$ cat src/rtl/uart_cmd_pkg.sv
// Shared types and constants for the UART command sequencer.
package uart_cmd_pkg;

  typedef enum logic [2:0] {IDLE, START, DATA, PAR, STOP, GAP} tx_state_t;

  localparam int PAR_NONE  = 0;
  localparam int PAR_EVEN  = 1;
  localparam int PAR_ODD   = 2;

  localparam int GAP_CNT_W = 4;

endpackage

$ cat src/rtl/cmd_fifo.sv
// Show-ahead circular command buffer with registered count/full/empty and a sticky overflow flag.
module cmd_fifo #(
  parameter int DATA_W = 8,
  parameter int DEPTH  = 8
) (
  input  logic                     i_clk,
  input  logic                     i_rst,
  input  logic                     i_wr_en,
  input  logic [DATA_W-1:0]        i_wr_data,
  input  logic                     i_rd_en,
  input  logic                     i_flush,
  output logic [DATA_W-1:0]        o_rd_data,
  output logic                     o_full,
  output logic                     o_empty,
  output logic [$clog2(DEPTH):0]   o_count,
  output logic                     o_overflow
);

  localparam int PTR_W = $clog2(DEPTH);
  localparam int CNT_W = PTR_W + 1;
  localparam logic [CNT_W-1:0] FULL_CNT = CNT_W'(DEPTH);

  logic [DATA_W-1:0] r_mem [DEPTH];
  logic [PTR_W-1:0]  r_wrPtr;
  logic [PTR_W-1:0]  r_rdPtr;
  logic [CNT_W-1:0]  r_count;
  logic [CNT_W-1:0]  w_countNext;
  logic              r_full;
  logic              r_empty;
  logic              r_overflow;
  logic              w_push;
  logic              w_pop;

  // A pop in the same cycle frees the slot, so a write while full is still accepted then.
  assign w_pop       = i_rd_en && !r_empty;
  assign w_push      = i_wr_en && (!r_full || w_pop);
  assign w_countNext = r_count + CNT_W'(w_push) - CNT_W'(w_pop);

  always_ff @(posedge i_clk) begin
    if (w_push && !i_flush) begin
      r_mem[r_wrPtr] <= i_wr_data;
    end
  end

  always_ff @(posedge i_clk or posedge i_rst) begin
    if (i_rst) begin
      r_wrPtr    <= '0;
      r_rdPtr    <= '0;
      r_count    <= '0;
      r_full     <= 1'b0;
      r_empty    <= 1'b1;
      r_overflow <= 1'b0;
    end else if (i_flush) begin
      r_wrPtr    <= '0;
      r_rdPtr    <= '0;
      r_count    <= '0;
      r_full     <= 1'b0;
      r_empty    <= 1'b1;
      r_overflow <= 1'b0;
    end else begin
      if (w_push) begin
        r_wrPtr <= r_wrPtr + PTR_W'(1);
      end
      if (w_pop) begin
        r_rdPtr <= r_rdPtr + PTR_W'(1);
      end
      r_count <= w_countNext;
      r_full  <= (w_countNext == FULL_CNT);
      r_empty <= (w_countNext == '0);
      if (i_wr_en && r_full && !w_pop) begin
        r_overflow <= 1'b1;
      end
    end
  end

  assign o_rd_data  = r_mem[r_rdPtr];
  assign o_full     = r_full;
  assign o_empty    = r_empty;
  assign o_count    = r_count;
  assign o_overflow = r_overflow;

endmodule

$ cat src/rtl/uart_cmd_seq.sv
// Queues command bytes and serialises them back-to-back as UART frames with
// programmable bit period, parity and inter-frame gap.
module uart_cmd_seq
  import uart_cmd_pkg::*;
#(
  parameter int DATA_W   = 8,
  parameter int DEPTH    = 8,
  parameter int BAUD_DIV = 2604,
  parameter int GAP_BITS = 0,
  parameter int PARITY   = 0
) (
  input  logic                   i_clk,
  input  logic                   i_rst,
  input  logic                   i_wr_en,
  input  logic [DATA_W-1:0]      i_wr_data,
  input  logic                   i_flush,
  input  logic                   i_pause,
  output logic                   o_tx,
  output logic                   o_busy,
  output logic                   o_frame_done,
  output logic                   o_full,
  output logic                   o_empty,
  output logic [$clog2(DEPTH):0] o_count,
  output logic                   o_overflow
);

  localparam int BAUD_W  = (BAUD_DIV > 1) ? $clog2(BAUD_DIV) : 1;
  localparam int BIT_W   = $clog2(DATA_W + 1);
  localparam bit HAS_PAR = (PARITY != PAR_NONE);
  localparam bit HAS_GAP = (GAP_BITS != 0);
  localparam logic [BAUD_W-1:0]    BAUD_LAST = BAUD_W'(BAUD_DIV - 1);
  localparam logic [BIT_W-1:0]     BIT_LAST  = BIT_W'(DATA_W - 1);
  localparam logic [GAP_CNT_W-1:0] GAP_LAST  = GAP_CNT_W'(GAP_BITS - 1);

  tx_state_t             r_state;
  tx_state_t             w_stateNext;
  logic [BAUD_W-1:0]     r_baudCnt;
  logic [BAUD_W-1:0]     w_baudNext;
  logic [BIT_W-1:0]      r_bitCnt;
  logic [GAP_CNT_W-1:0]  r_gapCnt;
  logic [DATA_W-1:0]     r_shift;
  logic [DATA_W-1:0]     w_shiftNext;
  logic [DATA_W-1:0]     w_fifoData;
  logic                  r_parity;
  logic                  r_tx;
  logic                  r_busy;
  logic                  r_frameDone;
  logic                  w_txNext;
  logic                  w_busyNext;
  logic                  w_frameDoneNext;
  logic                  w_tick;
  logic                  w_canStart;
  logic                  w_frameEnd;
  logic                  w_pop;
  logic                  w_fifoEmpty;

  cmd_fifo #(
    .DATA_W (DATA_W),
    .DEPTH  (DEPTH)
  ) u_fifo (
    .i_clk      (i_clk),
    .i_rst      (i_rst),
    .i_wr_en    (i_wr_en),
    .i_wr_data  (i_wr_data),
    .i_rd_en    (w_pop),
    .i_flush    (i_flush),
    .o_rd_data  (w_fifoData),
    .o_full     (o_full),
    .o_empty    (w_fifoEmpty),
    .o_count    (o_count),
    .o_overflow (o_overflow)
  );

  // The end of a frame (stop or gap) can launch the next one directly, so queued
  // frames follow each other with no idle clock in between.
  assign w_tick     = (r_state != IDLE) && (r_baudCnt == BAUD_LAST);
  assign w_canStart = !w_fifoEmpty && !i_pause;
  assign w_frameEnd = w_tick && (((r_state == STOP) && !HAS_GAP) ||
                                 ((r_state == GAP) && (r_gapCnt == GAP_LAST)));
  assign w_pop      = w_canStart && ((r_state == IDLE) || w_frameEnd);

  assign w_baudNext  = ((r_state == IDLE) || w_tick) ? '0 : r_baudCnt + BAUD_W'(1);
  assign w_shiftNext = w_pop ? w_fifoData :
                       ((r_state == DATA) && w_tick) ? (r_shift >> 1) : r_shift;

  always_ff @(posedge i_clk or posedge i_rst) begin
    if (i_rst) begin
      r_state <= IDLE;
    end else begin
      r_state <= w_stateNext;
    end
  end

  always_comb begin
    w_stateNext = r_state;
    case (r_state)
      IDLE: if (w_canStart) w_stateNext = START;
      START: if (w_tick) w_stateNext = DATA;
      DATA: begin
        if (w_tick && (r_bitCnt == BIT_LAST)) begin
          if (HAS_PAR) w_stateNext = PAR;
          else         w_stateNext = STOP;
        end
      end
      PAR: if (w_tick) w_stateNext = STOP;
      STOP: begin
        if (w_tick) begin
          if (HAS_GAP)         w_stateNext = GAP;
          else if (w_canStart) w_stateNext = START;
          else                 w_stateNext = IDLE;
        end
      end
      GAP: begin
        if (w_frameEnd) begin
          if (w_canStart) w_stateNext = START;
          else            w_stateNext = IDLE;
        end
      end
      default: w_stateNext = IDLE;
    endcase
  end

  // Outputs are computed from the next state so the registered TX changes on the
  // same edge as the state it belongs to.
  always_comb begin
    w_txNext        = 1'b1;
    w_busyNext      = (w_stateNext != IDLE);
    w_frameDoneNext = (w_stateNext == STOP) && (w_baudNext == BAUD_LAST);
    case (w_stateNext)
      START:   w_txNext = 1'b0;
      DATA:    w_txNext = w_shiftNext[0];
      PAR:     w_txNext = r_parity;
      default: w_txNext = 1'b1;
    endcase
  end

  always_ff @(posedge i_clk or posedge i_rst) begin
    if (i_rst) begin
      r_tx        <= 1'b1;
      r_busy      <= 1'b0;
      r_frameDone <= 1'b0;
    end else begin
      r_tx        <= w_txNext;
      r_busy      <= w_busyNext;
      r_frameDone <= w_frameDoneNext;
    end
  end

  always_ff @(posedge i_clk or posedge i_rst) begin
    if (i_rst) begin
      r_baudCnt <= '0;
      r_bitCnt  <= '0;
      r_gapCnt  <= '0;
      r_shift   <= '0;
      r_parity  <= 1'b0;
    end else begin
      r_baudCnt <= w_baudNext;
      r_shift   <= w_shiftNext;
      if (r_state != DATA) begin
        r_bitCnt <= '0;
      end else if (w_tick) begin
        r_bitCnt <= r_bitCnt + BIT_W'(1);
      end
      if (r_state != GAP) begin
        r_gapCnt <= '0;
      end else if (w_tick) begin
        r_gapCnt <= r_gapCnt + GAP_CNT_W'(1);
      end
      if (w_pop) begin
        r_parity <= (PARITY == PAR_ODD) ? ~^w_fifoData : ^w_fifoData;
      end
    end
  end

  assign o_tx         = r_tx;
  assign o_busy       = r_busy;
  assign o_frame_done = r_frameDone;
  assign o_empty      = w_fifoEmpty;

endmodule

$ cat config.mk
export PLATFORM = sky130hd
export DESIGN_NAME = uart_cmd_seq
export DESIGN_NICKNAME = d
export VERILOG_FILES = /design/src/rtl/uart_cmd_pkg.sv /design/src/rtl/cmd_fifo.sv /design/src/rtl/uart_cmd_seq.sv
export SDC_FILE = /design/constraint.sdc
export NUM_CORES = 1
export LEC_CHECK = 0
export ABC_AREA = 1
export BUFFER_PORTS_ARGS = -buffer_cell sky130_fd_sc_hd__buf_4
export CORE_ASPECT_RATIO = 0.9
export CORE_UTILIZATION = 35
export CTS_BUF_LIST = sky130_fd_sc_hd__clkbuf_4
export DETAILED_ROUTE_END_ITERATION = 6
export GPL_TIMING_DRIVEN = 0
export PLACE_DENSITY_LB_ADDON = 0.12
export REMOVE_ABC_BUFFERS = 1
export SLEW_MARGIN = 5
export SYNTH_ARGS = -nofsm -noshare
export SYNTH_HDL_FRONTEND = slang
export SYNTH_SLANG_ARGS = --single-unit
$ cat constraint.sdc
create_clock -name i_clk -period 2.85 [get_ports i_clk]
set_input_delay 0.57 -clock i_clk [delete_from_list [all_inputs] [get_ports i_clk]]
set_output_delay 0.57 -clock i_clk [all_outputs]
set_load 0.05 [all_outputs]
==> results.yml <==
job:
  drv_cap: 0
synthesis:
  synth-seq-cells: 112
  synthTopCellsByArea: "edfxtp_1 (34%), dfrtp_1 (20%), nand2_1 (13%), inv_1 (8.2%), nand3_1 (7.3%)"
  synth_cell_types: 44
  yosys-top-cells-count: "nand2_1 (205), inv_1 (125), nand3_1 (83), edfxtp_1 (64), dfrtp_1 (46)"
  synth-seq-area-share_pct: 54.6
  yosysTopAreaCellShare_pct: 33.6
  yosysTopAreaCell: "edfxtp_1"
  synthCells: 678
  synthesis.area_um2: 5720
  synth_edf_count: 64
  ys_warn_count: 0
  synth_flop_cell: "edfxtp_1"
  yosysMostFrequentCell: "nand2_1"
  synthArstFlopShare_pct: 42.9
  avgSynthCellArea_um2: 8.44
worst_setup_path:
  critPathArrivalTime_ns: 3.22
  required_ns: 3.30
  crit_path_max_fanout: 7
  critPathCaptureType: "flip-flop"
  startpoint_type: "flip-flop"
  crit_type: "reg2reg"
finish:
  final_area_um2: 6360
  diodes: 0
  register_area_um2: 3130
  area_growth_pct: 11.1
  multiInputGateArea_um2: 2090
  drive_gt1_share_pct: 13.9
  fin_nets: 729
  fill_cells: 1579
  fin_cells: 913
detailed_routing:
  drc_errors: 0
  drt_pre_antenna_iters: 5
  ant_nets: 0
  vias: 4379
  wire_per_inst_um: 14.0
  drtIter0Drc: 235
  via_per_inst: 4.80
  wl_um: 12800
clock_network:
  numClockSinks: 112
  cts.path.max_buffers: 2
  cts.clk_slew.worst_paths_ns: 0.17
  htree_levels: 3
  numCtsBuffers: 9
  clk_latency_ns: 0.50
  cts_tree: "built"
  root_buffer: "clkbuf_4"
global_routing:
  grt_overflow_total: 0
  first_global_vias: 4182
  grt_max_degree: 37
  grt_pass1_wl_um: 20900
  grt_antenna_before_repair: 0
  grt.total_usage_pct: 16.6
die:
  ioPinCount: 23
  die_h_um: 123
  fp.dieArea_um2: 16900
  initial_core_util_pct: 36.4
  die_w_um: 137
  rows: 43
  core-area_um2: 15700
timing:
  drv_slew: 0
  fin_setup_tns_ns: 0
  worst_slew_margin_rel_pct: 49.1
  min_period_over_period_pct: 97.1
  min_period_ns: 2.77
  worst_pin_slew_ns: 0.764
  timing.hold.ws_ns: 0.240
  max_freq_mhz: 361
  finalSetupViolCount: 0
  skew_ns: 0.0180
  hold_violations: 0
placed_design:
  gp_congestion: 0.822
  io_buffers: 22
  numPlacedInstances: 888
  dp_hpwl_um: 8260
  placed_cell_area_um2: 6080
run_status:
  status: "finished, final reports clean"
pwr:
  vdd_drop_max_uv: 379
  p_per_area_nw_per_um2: 497
  p_leak_nw: 2.97
hold_path:
  min_path_type: "in2reg"
-- power breakdown --
part           switching, W  internal (W)
registers         0.0000393       0.00179
logic              0.000382      0.000198
clock network      0.000562      0.000188
-- final timing paths --
kind                                        start                          end  slack (ns)  depth (start not counted)
max                        r_baudCnt[1]$_DFF_PP0_     u_fifo.o_empty$_DFF_PP1_        0.08                         15
max reg2reg                r_baudCnt[1]$_DFF_PP0_     u_fifo.o_empty$_DFF_PP1_        0.08                         15
max in group asynchronous                   i_rst     u_fifo.o_empty$_DFF_PP1_        1.76                          4
min reg2reg                r_shift[3]$_DFFE_PP0P_       r_shift[3]$_DFFE_PP0P_        0.51                          2
min                                       i_flush  u_fifo.o_count[2]$_DFF_PP0_        0.24                          2
min in group asynchronous                   i_rst  u_fifo.o_count[3]$_DFF_PP0_        0.54                          3
-- cells by family after synthesis --
logic type	Yosys count	share of synthesized area, %
and+or+nand+nor	356	27.2
AOI/OAI and AO/OA	42	4.26
adders and majority gates	10	2.32
xor gates and xnor gates	8	1.22
buffers and inverters	150	10.3
DFF	112	54.6
-- layer usage --
| metal | vias to the layer above | share of wire [%] | GRT usage [%] | wire (um) |
|---|---|---|---|---|
| met5 | - | 0 | 0 | 0 |
| met3 | 12 | 4.3 | 4.18 | 548 |
| met1 | 2078 | 48 | 22.8 | 6200 |
| met2 | 84 | 46 | 26.2 | 5910 |
| met4 | 0 | 1.1 | 4.19 | 143 |
| li1 | 2205 | - | - | - |
-- cell type report --
cell class | count | share of cell area, %
flip-flops and latches | 112 | 49.2
repair buffers | 31 | 3.90
clock inverters | 7 | 0.866
well taps | 202 | 3.97
multi-input cells | 417 | 32.9
clock buffers | 9 | 1.06
inverters | 135 | 8.05
-- registers in the layout (all words and copies together) (netlist names) --
name	count
r_parity	1
u_fifo.o_empty	1
r_bitCnt	4
r_state	3
o_tx	1
o_busy	1
u_fifo.r_rdPtr	3
o_frame_done	1
r_gapCnt	4
u_fifo.r_mem	64
u_fifo.o_count	4
r_baudCnt	12
u_fifo.r_wrPtr	3
u_fifo.o_full	1
u_fifo.o_overflow	1
r_shift	8
-- worst max-delay path, cell delays in order, from the launching register on --
cell and delay [ns]:
dfrtp_1 0.46, ha_4 0.17, nand3_1 0.09, nor2_2 0.13, nand2_2 0.10, o21ai_4 0.19, nand2_4 0.09, buf_4 0.17
clkinv_2 0.09, ha_1 0.23, inv_1 0.06, ha_2 0.19, fa_2 0.44, inv_2 0.08, nand3_2 0.09, a21oi_2 0.15
-- metrics by stage --
step	util [%]	power (W)	worst slack [ns]
global route	40.5	0.00332	-0.0228
global placement	38.6	0.00238	-0.462
CTS	40.1	0.00316	-0.0737
detailed placement	38.7	0.00239	-0.535
finish	40.5	0.00316	0.0834
floorplan	-	0.00222	0.0468
-- what timing repair did --
action	4_1_cts	5_1_grt
hold buffers	1	0
endpoints found under the hold margin	12	0
setup buffers	5	2
gates resized for setup	12	18
pin swaps	0	2
setup endpoints to repair	71	47
gates cloned	1	0
-- cell usage in the layout (no fill, tap or decap), types with 2 or more instances in the layout --
| cell | n |
|---|---|
| inv_6 | 2 |
| inv_2 | 10 |
| nand3b_1 | 2 |
| clkbuf_4 | 9 |
| ha_1 | 7 |
| nand3_1 | 82 |
| nor3_2 | 2 |
| o21a_1 | 2 |
| nand2_4 | 2 |
| inv_1 | 121 |
| clkinvlp_2 | 2 |
| dfrtp_1 | 44 |
| nand4_1 | 7 |
| o211ai_1 | 2 |
| nand2_2 | 4 |
| nand3_2 | 2 |
| buf_4 | 29 |
| a21oi_1 | 7 |
| nor2_1 | 25 |
| o21ai_1 | 6 |
| nand2_1 | 203 |
| dfstp_2 | 2 |
| o21ai_0 | 13 |
| xor2_1 | 6 |
| nor3_1 | 6 |
| a31oi_1 | 6 |
| clkinv_2 | 2 |
| nor2_2 | 14 |
| edfxtp_1 | 64 |
Note: power is estimated with default switching activity, not from simulation.
